==> src/rtl/mem_access_unit.sv <==
// Load/store unit between the MEM stage and the data-memory bus.
// Accesses that cross a bus-word boundary are issued as two aligned beats.
// Load data is reassembled and sign- or zero-extended before the response.
module mem_access_unit #(
  parameter int DATA_W          = 32,
  parameter int ADDR_W          = 32,
  parameter bit ALLOW_UNALIGNED = 1'b1
) (
  input  logic                clk,
  input  logic                reset,
  input  logic                req_valid,
  output logic                req_ready,
  input  logic                req_we,
  input  logic [1:0]          req_size,
  input  logic                req_signed,
  input  logic [ADDR_W-1:0]   req_addr,
  input  logic [DATA_W-1:0]   req_wdata,
  output logic                bus_req,
  output logic                bus_we,
  output logic [ADDR_W-1:0]   bus_addr,
  output logic [DATA_W/8-1:0] bus_be,
  output logic [DATA_W-1:0]   bus_wdata,
  input  logic [DATA_W-1:0]   bus_rdata,
  input  logic                bus_ack,
  output logic                rsp_valid,
  output logic [DATA_W-1:0]   rsp_data,
  output logic                rsp_err
);
  localparam int NB   = DATA_W / 8;
  localparam int OFFW = $clog2(NB);
  localparam int BEW  = 2 * NB;

  typedef enum logic [1:0] {IDLE, BEAT0, BEAT1, RESP} state_t;
  state_t state_q, state_d;

  logic [ADDR_W-1:0] addr_q;
  logic [1:0]        size_q;
  logic              signed_q, we_q, err_q, split_q;
  logic [DATA_W-1:0] wdata_q, raw0_q, raw1_q;

  // Replace every byte above the access length with the fill value; the
  // fill ripples upward so each byte copies the top bit of the one below.
  function automatic logic [DATA_W-1:0] extend(input logic [DATA_W-1:0] d,
                                               input logic [1:0] sz,
                                               input logic sgn);
    logic [DATA_W-1:0] r;
    r = d;
    for (int b = 1; b < NB; b++) begin
      if (b >= (1 << sz)) r[8*b +: 8] = sgn ? {8{r[8*b-1]}} : 8'h00;
    end
    return r;
  endfunction

  // Classification of the incoming request
  logic [OFFW-1:0] req_off;
  logic [3:0]      req_len;
  logic            req_mis, req_split, req_bad;

  assign req_off   = req_addr[OFFW-1:0];
  assign req_len   = 4'd1 << req_size;
  assign req_mis   = (4'(req_off) & (req_len - 4'd1)) != 4'd0;
  assign req_split = (5'(req_off) + 5'(req_len)) > 5'(NB);
  assign req_bad   = (req_len > 4'(NB)) || (req_mis && !ALLOW_UNALIGNED);

  // Lane shaping of the captured request: the double-width shifts give beat 0
  // in the low half and the spill-over for beat 1 in the high half.
  logic [OFFW-1:0]     off_q;
  logic [3:0]          len_q;
  logic [OFFW+2:0]     sh_q;
  logic [BEW-1:0]      be_wide;
  logic [2*DATA_W-1:0] wd_wide;
  logic [ADDR_W-1:0]   base_q;
  logic [DATA_W-1:0]   merged;

  assign off_q   = addr_q[OFFW-1:0];
  assign len_q   = 4'd1 << size_q;
  assign sh_q    = {off_q, 3'b000};
  assign be_wide = ((BEW'(1) << len_q) - BEW'(1)) << off_q;
  assign wd_wide = {{DATA_W{1'b0}}, wdata_q} << sh_q;
  assign base_q  = {addr_q[ADDR_W-1:OFFW], {OFFW{1'b0}}};
  assign merged  = DATA_W'({raw1_q, raw0_q} >> sh_q);

  // State register; reset abandons any beat in flight
  always_ff @(posedge clk or negedge reset) begin
    if (!reset) state_q <= IDLE;
    else        state_q <= state_d;
  end

  // Request capture at acceptance and read-data capture on each acked beat
  always_ff @(posedge clk) begin
    if (state_q == IDLE && req_valid) begin
      addr_q   <= req_addr;
      size_q   <= req_size;
      signed_q <= req_signed;
      we_q     <= req_we;
      wdata_q  <= req_wdata;
      err_q    <= req_bad;
      split_q  <= req_split;
    end
    if (state_q == BEAT0 && bus_ack) raw0_q <= bus_rdata;
    if (state_q == BEAT1 && bus_ack) raw1_q <= bus_rdata;
  end

  // Next state plus bus and response outputs; everything is zero outside its state
  always_comb begin
    state_d   = state_q;
    req_ready = 1'b0;
    bus_req   = 1'b0;
    bus_we    = 1'b0;
    bus_addr  = '0;
    bus_be    = '0;
    bus_wdata = '0;
    rsp_valid = 1'b0;
    rsp_err   = 1'b0;
    rsp_data  = '0;
    case (state_q)
      IDLE: begin
        req_ready = 1'b1;
        if (req_valid) state_d = req_bad ? RESP : BEAT0;
      end
      BEAT0: begin
        bus_req   = 1'b1;
        bus_we    = we_q;
        bus_addr  = base_q;
        bus_be    = be_wide[NB-1:0];
        bus_wdata = wd_wide[DATA_W-1:0];
        if (bus_ack) state_d = split_q ? BEAT1 : RESP;
      end
      BEAT1: begin
        bus_req   = 1'b1;
        bus_we    = we_q;
        bus_addr  = base_q + ADDR_W'(NB);
        bus_be    = be_wide[BEW-1:NB];
        bus_wdata = wd_wide[2*DATA_W-1:DATA_W];
        if (bus_ack) state_d = RESP;
      end
      RESP: begin
        rsp_valid = 1'b1;
        rsp_err   = err_q;
        if (!err_q && !we_q) rsp_data = extend(merged, size_q, signed_q);
        state_d   = IDLE;
      end
      default: state_d = IDLE;
    endcase
  end
endmodule

==> config.mk <==
export PLATFORM = sky130hd
export DESIGN_NAME = mem_access_unit
export DESIGN_NICKNAME = d
export VERILOG_FILES = /design/src/rtl/mem_access_unit.sv
export SDC_FILE = /design/constraint.sdc
export NUM_CORES = 1
export LEC_CHECK = 0
export ABC_CLOCK_PERIOD_IN_PS = 3400
export CAP_MARGIN = 0
export CORE_ASPECT_RATIO = 1.25
export CORE_MARGIN = 2
export CORE_UTILIZATION = 48
export DETAILED_ROUTE_END_ITERATION = 6
export PLACE_DENSITY = 0.82
export SYNTH_ARGS = -nofsm -noshare
export SYNTH_HDL_FRONTEND = slang
export SYNTH_SLANG_ARGS = --single-unit
==> constraint.sdc <==
create_clock -name clk -period 3.4 [get_ports clk]
set_clock_uncertainty 0.15 [all_clocks]
set_input_delay 0.34 -clock clk [delete_from_list [all_inputs] [get_ports clk]]
set_output_delay 0.34 -clock clk [all_outputs]
set_load 0.01 [all_outputs]
Word-level counts from Yosys, hierarchy flattened --
Index checks and enable logic that the tools add are counted.
Word-level totals: output and inout bits 105, input port bits 104, flip-flop bits (word level) 136
Operators by class: add/sub/neg operators 3, reductions and logical operators 9, shifts and indexed selects 7, eq/ne operators 6, muxes and demuxes 22, $lt $le $gt $ge 5
Operator list (number):
- 32-bit case mux with 2 select lines | 2
- 3-bit by 32-bit greater-or-equal comparator with 1-bit output, first input constant | 2
- 32-bit two-way mux | 2
- 32-bit by 5-bit left shift with 64-bit output | 1
- 64-bit by 5-bit >> shifter with 32-bit output | 1
- 8-bit two-way mux | 6
- 32-bit by 3-bit adder with 32-bit output, second input constant | 1
- 2-bit by 32-bit greater-or-equal comparator with 1-bit output, first input constant | 1
- 1-bit by 2-bit left shift with 32-bit output, first input constant | 1
- 2-bit two-way mux | 4
- 2-bit case mux with 4 select lines | 1
- 4-bit case mux with 2 select lines | 1
- 1-bit by 2-bit left shift with 4-bit output, first input constant | 2
- 1-bit by 4-bit left shift with 8-bit output, first input constant | 1
- 8-bit by 2-bit left shift with 8-bit output | 1
- 8-bit by 2-bit subtractor with 8-bit output, second input constant | 1
- 1-bit two-way mux | 6
- 2-bit != test, second input constant | 3
- 2-bit by 4-bit adder with 5-bit output | 1
- 5-bit by 3-bit > comparator with 1-bit output, second input constant | 1
- 2-bit equality test, second input constant | 2
- 4-bit by 3-bit > comparator with 1-bit output, second input constant | 1
- 1-bit logical AND | 4
- 3-bit AND reduction | 1
- 4 further kinds | 5

Logic depth before layout (Yosys ltp) --
Gate-level depths: netlist (run 1).
word-level depth 9, gate-level depth with buffers 9

Least setup slack after synthesis (run 1) --
No wires, ideal clock.
path type flip-flop to flip-flop, start register state_q[0], end register addr_q[0], enable pin, period minus slack after synthesis 3051 ps, data required time 2815 ps, cell stages (with the launch flop) 4, setup slack 349 ps, path buffers 0, arrival 2466 ps, cells stage by stage dfrtp_1 > inv_1 > ha_1 > and2_1
Between the ends: cells in the longest elaborated chain, start to end 2
RTL lines:
- start, declared | RTL line 34 | state_t state_q, state_d;
- start signal, assigned | RTL line 86 | else state_q <= state_d;
- 2-bit logical NOT | RTL line 91 | if (state_q == IDLE && req_valid) begin
- 1-bit logical AND | RTL line 91
- end signal, assigned | RTL line 92 | addr_q <= req_addr;
- end, declared | RTL line 36 | logic [ADDR_W-1:0] addr_q;
No other way between the ends. A chain may end at the register's enable or synchronous reset.

Worst setup path after layout (run 1) --
start register addr_q[14], end output bus_addr[29]
Between the ends: cells in the longest elaborated chain, start to end 2
RTL lines:
- 32-bit by 3-bit adder with 32-bit output | RTL line 132 | bus_addr = base_q + ADDR_W'(NB);
- 32-bit case mux with 2 select lines | RTL line 116 | case (state_q)
- end, declared | RTL line 20 | output logic [ADDR_W-1:0] bus_addr,
No other way between the ends.

==> reports/qor.txt, run 1 <==
STATUS
--------------------------------------------------------------------------------
Status                                                              finished, final reports clean

WORST SETUP PATH
--------------------------------------------------------------------------------
Gate family responsible for the most delay along the worst path     simple AND/OR/NAND/NOR gates
Arrival time at the worst endpoint                                       2.83 ns
Count of cell instances traversed by the critical path                         5
Kind of start point of the critical path                                    flop
Most Frequent Cell on Critical Path                                      nand3_1
CP Data Required Time                                                    2.91 ns
Highest net fanout along the worst path                                        7
Highest cell delay on the worst timing path                              0.58 ns
Worst setup EP type                                                  output port
Worst reg2reg path depth                                                       4
Slowest cell on the critical path                                          or4_4
Critical path start-end classification                              flop to output port
Buffers & Inverters on Critical Path                                           1
Series of cell instances along the critical path                    nand3_1 -> or4_4 -> or4b_1 -> nand3_1 -> clkdlybuf4s50_1

LAYOUT
--------------------------------------------------------------------------------
Area growth syn-to-layout                                                 41.46%
Register area                                                           3834 um2
Final #Nets                                                                  967
Area of combinational cells with multiple inputs                        3149 um2
FILL cells                                                                  1064
Proportion of layout cells with a drive suffix above 1                    11.76%
Diodes inserted                                                                0

DIE
--------------------------------------------------------------------------------
Ports placed on the boundary                                                 209
Die span in y                                                           140.8 um
Width of the die                                                        113.4 um
Row count                                                                     50
Area of the die                                                        15970 um2
Effective utilization at floorplan                                        48.45%
Area inside the core boundary                                          14830 um2

TIMING
--------------------------------------------------------------------------------
Fmax achieved                                                          301.2 MHz
Pins over their slew limit                                                     0
Worst-margin pin slew                                                  0.6339 ns
Shortest clock period the worst path allows after layout                3.321 ns
Final setup vio count                                                          0
Count of endpoints failing hold in the final timing report                     0
Part of the cycle the worst path needs                                    97.66%
Final critical-path setup slack                                       0.07940 ns
Tightest slew margin relative to the limit                                57.74%
Setup total negative slack                                                  0 ns

DRT
--------------------------------------------------------------------------------
DRT Pass-1 Iters                                                               7
Number of nets with antenna violations after routing                           0
DR DRC count                                                                   0
Detailed-route wire length                                              22110 um
Via-to-Cell Ratio                                                          6.147
Post-DR wirelength/cell                                                 21.08 um
Violation count after the first detailed-route iteration                     664
Via count                                                                   6448

YOSYS
--------------------------------------------------------------------------------
Synthesis Warnings                                                             0
Number of enable flip-flop cells after synthesis                             126
Synthesis-stage register bit count                                           128
Post-synth design cell area                                             7183 um2
Top area cells in the synthesized netlist                           edfxtp_1 53%, mux2i_1 6.8%, mux2_2 3.8%
Distinct cell type count after synthesis                                      56
Post-synthesis average cell area                                       11.09 um2
Count of mapped cells out of synthesis                                       648
Largest area contributor in the netlist                                 edfxtp_1
Sequential-to-total area share from yosys stat                            53.37%
Main synth FF type                                                      edfxtp_1
Share of synthesized flip-flops with an asynchronous set or reset         1.563%
Post-synth top area share                                                 52.67%

CLOCK TREE
--------------------------------------------------------------------------------
Maximum clock insertion buffer count                                           2
Reg clk slew, reported paths                                             0.06 ns
TritonCTS clock tree                                                         yes
Clock root buffer                                                      clkbuf_16
Clk_lat worst skew                                                       0.41 ns
Htree depth                                                                    4
CTS buffer count                                                              17
Total clock sinks                                                            128

GLOBAL ROUTE
--------------------------------------------------------------------------------
Initial antenna violation count                                                0
Global-route usage over all layers                                        27.13%
Total gr overflow                                                              0
Number of global-route vias before repair                                   6503
Wire length of the first global-routing pass                            33510 um
Pin count of the biggest net entering global routing                          54

POWER
--------------------------------------------------------------------------------
Leakage Power                                                           3.624 nW
Max VDD drop                                                           0.3696 mV
Areal power density over the cells                                  703.5 nW/um2

PLACE
--------------------------------------------------------------------------------
Setup slack after placement                                           0.09071 ns
Port Buffer Count                                                            206
Placed wire-length estimate after detailed placement                    15410 um
RD Place Congestion                                                       0.9138

WORST HOLD PATH
--------------------------------------------------------------------------------
Hold Crit Class                                                     primary input to flop
Cells on Worst Hold Path                                                       1

JOB
--------------------------------------------------------------------------------
Max-capacitance violation count                                                0

==> cells by family (layout without fill, tap and decap cells) <==
group                      count (synthesis)  count (layout)  synth area share [%]
other                                      1               2               0.05221
AOI/OAI and AO/OA                        187             187                 17.61
buffers and inverters                     62             280                 3.536
and+or+nand+nor                          186             186                 12.59
adders and majority gates                  8               8                 1.498
DFF                                      128             128                 53.37
muxes                                     75              75                 11.22
xor gates and xnor gates                   1               1                0.1220
==> power breakdown <==
group / total, W / internal [W] / switching [W]
registers: 0.00235 / 0.00211 / 0.000236
logic: 0.00303 / 0.00140 / 0.00163
clock network: 0.00177 / 0.00108 / 0.000695
total: 0.00715 / 0.00459 / 0.00256
==> final timing paths <==
check	endpoint	startpoint	slack, ns
min	raw0_q[29]	bus_rdata[29]	0.32
max	bus_addr[29]	addr_q[14]	0.08
min in group asynchronous	state_q[0]	reset	0.49
min reg2reg	state_q[0]	state_q[0]	0.41
max reg2reg	addr_q[8]	state_q[0]	1.18
max in group asynchronous	state_q[1]	reset	2.47
==> area by class of cell <==
type	instances	area share, %
Clock buffer	18	4.224
Tap cell	182	2.241
Multi-Input combinational cell	459	30.99
Sequential cell	128	37.73
Inverter	11	0.4433
Timing Repair Buffer	237	22.97
Timing Repair inverter	1	0.04925
Clock inverter	13	1.355
==> placed cells by master (no fill, tap or decap), types with 15 or more instances in the layout <==
cell | netlist | layout
edfxtp_1 | 126 | 126
nand2_1 | 41 | 39
clkdlybuf4s50_1 | 0 | 204
buf_4 | 3 | 25
a22o_1 | 19 | 19
clkbuf_16 | 0 | 17
a211oi_1 | 15 | 15
a21oi_1 | 34 | 34
nor2_1 | 71 | 71
o21ai_0 | 47 | 47
mux2_2 | 24 | 24
mux2i_1 | 49 | 49
==> sequential cells by signal, summed over array words and instances (netlist names) <==
| register | count |
|---|---|
| err_q | 1 |
| raw0_q | 32 |
| wdata_q | 32 |
| signed_q | 1 |
| size_q | 2 |
| raw1_q | 24 |
| state_q | 2 |
| addr_q | 32 |
| we_q | 1 |
| split_q | 1 |
==> what timing repair did <==
action	4_1_cts	5_1_grt
setup buffers	0	6
pin swaps	0	2
endpoints found under the hold margin	2	0
resized for setup	7	14
endpoints found under the setup margin	22	29
cloned	0	1
hold buffers	1	0
==> routing by layer <==
layer	up-vias	wire, um	GRT usage [%]
met4	0	602	11.42
met1	3070	8136	30.27
met5	-	0	0
li1	2933	-	-
met2	387	11310	48.16
met3	58	2061	7.868
==> per-stage QoR <==
stage / total power (W) / instance area (um2) / hold WS (ns) / instances / utilization, %
5_1_grt: 0.007474 / 10160 / 0.3068 / 1049 / 68.53
4_1_cts: 0.007090 / 10060 / 0.3020 / 1042 / 67.88
6_report: 0.007148 / 10160 / 0.3180 / 1049 / 68.53
3_3_place_gp: 0.005207 / 9458 / 0.3681 / 1010 / 63.79
3_5_place_dp: 0.005290 / 9458 / 0.3767 / 1010 / 63.79
2_1_floorplan: 0.003919 / 7187 / -0.1056 / 649 / -
==> Yosys cell counts (all sizes together) (2+ instances only) <==
library cell  instances
a211o                 2
a211oi               15
a21o                  2
a21oi                34
a222oi                8
a22o                 19
a22oi                 8
a31oi                14
a32oi                 4
a41oi                 4
and2                 11
and3                  6
and4                  8
buf                  18
clkbuf               33
dfrtp                 2
edfxtp              126
ha                    7
inv                  11
mux2                 24
mux2i                49
mux4                  2
nand2                41
nand2b                2
nand3                15
nand4                 7
nor2                 71
nor2b                 6
nor3                  5
nor4                  3
o211ai                2
o21ai                47
o22a                  8
o311ai                4
o31ai                 9
o41a                  2
or2                   2
or3                   2
or4                   2
or4b                  2
No activity file was read; power rests on OpenSTA's default activity.
==> inputs of run 2 (changes only) <==
ABC_CLOCK_PERIOD_IN_PS = unset   (was 3400)
==> results of run 2 <==
Same layout as run 1: the final DEF is identical, and so are final timing and power.
==> inputs of run 3 (changes only) <==
CORE_UTILIZATION = 52   (was 48)
PLACE_DENSITY = 0.88   (was 0.82)
TNS_END_PERCENT = 100   (was unset)
clock period = 4.3 ns   (was 3.4 ns; I/O delays follow)
==> reports/qor.txt, run 3 (synthesis results as in run 1) <==
GLOBAL ROUTE
------------------------------------------------------------------------------
Pin count of the biggest net entering global routing                        68   +26%
Met3 capacity usage during global routing                               8.177%   +0.31 points
Total gr overflow                                                            0   unchanged
Number of global-route vias before repair                                 6509   +0.092%
Wire length of the first global-routing pass                          34130 um   +1.8%
GR Layer Usage met2                                                     52.76%   +4.6 points
Most used routing layer                                                   met2
Global-route usage over all layers                                      30.21%   +3.1 points
Met1 Usage GRT                                                          33.97%   +3.7 points
Initial antenna violation count                                              0   unchanged

WORST SETUP PATH
------------------------------------------------------------------------------
Arrival time at the worst endpoint                                     3.31 ns   +0.48 ns
Highest net fanout along the worst path                                     58   +51
Highest cell delay on the worst timing path                            0.62 ns   +0.04 ns
Buffers & Inverters on Critical Path                                         3   +2
Series of cell instances along the critical path                  buf_4 -> inv_1 -> o21ai_0 -> a21oi_1 -> nor2_1 -> clkdlybuf4s50_1
Worst setup EP type                                                output port
CP Data Required Time                                                  3.72 ns   +0.81 ns
Gate family responsible for the most delay along the worst path   buffers and inverters
Slowest cell on the critical path                                        inv_1
Worst R2R Setup Slack                                                  1.70 ns   +0.52 ns
Kind of start point of the critical path                                  flop
Critical path start-end classification                            flop to output port

CLOCK TREE
------------------------------------------------------------------------------
Number of hold buffers added after CTS                                       0   -1
Clk_lat worst skew                                                     0.43 ns   +0.02 ns
CTS buffer count                                                            17   unchanged
Post-CTS Resized                                                             0   -7
Clock root buffer                                                    clkbuf_16
Total clock sinks                                                          128   unchanged
Maximum clock insertion buffer count                                         2   unchanged
Post-CTS Setup Bufs                                                          0   unchanged
Reg clk slew, reported paths                                           0.06 ns   about the same
TritonCTS clock tree                                                       yes
Htree depth                                                                  4   unchanged

PLACE
------------------------------------------------------------------------------
Placed wire-length estimate after detailed placement                  15590 um   +1.2%
Setup slack after placement                                          0.9390 ns   +0.8483 ns
RD Place Congestion                                                     0.9364   +2.5%
Port Buffer Count                                                          206   unchanged

DRT
------------------------------------------------------------------------------
DR DRC count                                                                 6   +6
Post-DR wirelength/cell                                               21.78 um   +3.3%
Number of nets with antenna violations after routing                         0   unchanged
Violation count after the first detailed-route iteration                   605   -8.9%
DRT Pass-1 Iters                                                             7   unchanged
Via-to-Cell Ratio                                                        6.362   +3.5%
Via count                                                                 6508   +0.93%
Detailed-route wire length                                            22280 um   +0.76%

TIMING
------------------------------------------------------------------------------
Final critical-path setup slack                                      0.4091 ns   +0.3297 ns
Final worst hold slack                                              0.01799 ns   -0.3000 ns
Worst-margin pin slew                                                 1.227 ns   +0.5936 ns
Setup repair after global routing missed its margin                      false
Pins over their slew limit                                                   0   unchanged
Setup total negative slack                                                0 ns   unchanged
Part of the cycle the worst path needs                                  90.49%
Shortest clock period the worst path allows after layout              3.891 ns
Tightest slew margin relative to the limit                              18.17%   -40 points
Fmax achieved                                                        257.0 MHz
Final setup vio count                                                        0   unchanged
Count of endpoints failing hold in the final timing report                   0   unchanged

DIE
------------------------------------------------------------------------------
Area inside the core boundary                                        13630 um2   -8.1%
Effective utilization at floorplan                                      52.69%   +4.2 points
Ports placed on the boundary                                               209   unchanged
Area of the die                                                      14780 um2   -7.4%
Row count                                                                   48   -4.0%
Width of the die                                                      109.1 um   -3.8%
Die span in y                                                         135.4 um   -3.8%

POWER
------------------------------------------------------------------------------
Switching Power                                                     0.002114 W   -17%
Net switching fraction of the power                                     37.68%   +1.9 points
Max VDD drop                                                         0.3345 mV   -9.5%
Power share of the clock group                                           25.4%   +0.6 points
Logic gate share of total power                                          41.4%   -1.0 points
Leakage Power                                                         3.517 nW   -2.9%
Areal power density over the cells                                563.5 nW/um2   -20%
Sequential group share of total power                                    33.2%   +0.4 points
Cell internal pwr                                                   0.003497 W   -24%

LAYOUT
------------------------------------------------------------------------------
Commonest non-fill, non-tap cells in the layout                   206 x clkdlybuf4s50_1, 126 x edfxtp_1, 71 x nor2_1
Diodes inserted                                                              0   unchanged
Most common cell after layout, fill and taps aside                clkdlybuf4s50_1
Layout Utilization                                                      73.05%   +4.5 points
Largest registers ranked by flip-flop count                       addr_q x32, raw0_q x32, wdata_q x32
Proportion of layout cells with a drive suffix above 1                  8.844%   -2.9 points
Final #Nets                                                                947   -2.1%
Area growth syn-to-layout                                               38.63%

WORST HOLD PATH
------------------------------------------------------------------------------
Hold Crit Class                                                   primary input to async pin

JOB
------------------------------------------------------------------------------
Max-capacitance violation count                                              0   unchanged

STATUS
------------------------------------------------------------------------------
Status                                                            complete, but fails checks
Failing checks                                                             DRC

run 3: worst reg2reg max path: cells and delay by family, from the launching register on:
| family | cells | cell delay, ns |
|---|---|---|
| buffers and inverters | 2 | 0.38 |
| flip-flops | 1 | 0.43 |
| adder cells (fa/ha/maj) | 1 | 0.25 |
| AND/OR/NAND/NOR | 1 | 0.98 |
run 3: path summary, 6_finish.rpt:
kind                       cells past startpoint         end         start
setup / recovery                               6   bus_be[0]     addr_q[0]
hold / removal                                 1  state_q[0]         reset
setup reg to reg                               4  raw1_q[10]    state_q[0]
hold reg to reg                                1  state_q[0]    state_q[0]
max in group asynchronous                      1  state_q[1]         reset
min in group clk                               1  addr_q[17]  req_addr[17]
run 3: area by class of cell:
type	instances	area, um2
inverter	11	41.29
fill	914	3675
tap	175	219.0
timing repair buffer	218	2177
sequential	128	3834
multi-input combinational	459	3100
clock buffer	17	425.4
clock inverter	15	161.4
run 3: metrics by stage:
stage / std cells / power [W] / cell area [um2]
2_1_floorplan: 649 / 0.003098 / 7187
3_3_place_gp: 991 / 0.004062 / 9371
3_5_place_dp: 991 / 0.004149 / 9371
4_1_cts: 1023 / 0.005582 / 9958
5_1_grt: 1023 / 0.005841 / 9958
6_report: 1023 / 0.005611 / 9958
run 3: metal layers:
metal	wire (um)	share of wire, %
met1	7796	35
met2	11380	51
met3	2154	9.7
met4	950	4.3
met5	0	0
run 3: power by group through the flow:
stage               combinational (W)  sequential (W)  clock, W
floorplan                     0.00129         0.00181         0
global placement              0.00221         0.00186         0
detailed placement            0.00228         0.00187         0
CTS                           0.00230         0.00185   0.00143
global route                  0.00247         0.00189   0.00148
finish                        0.00232         0.00186   0.00143
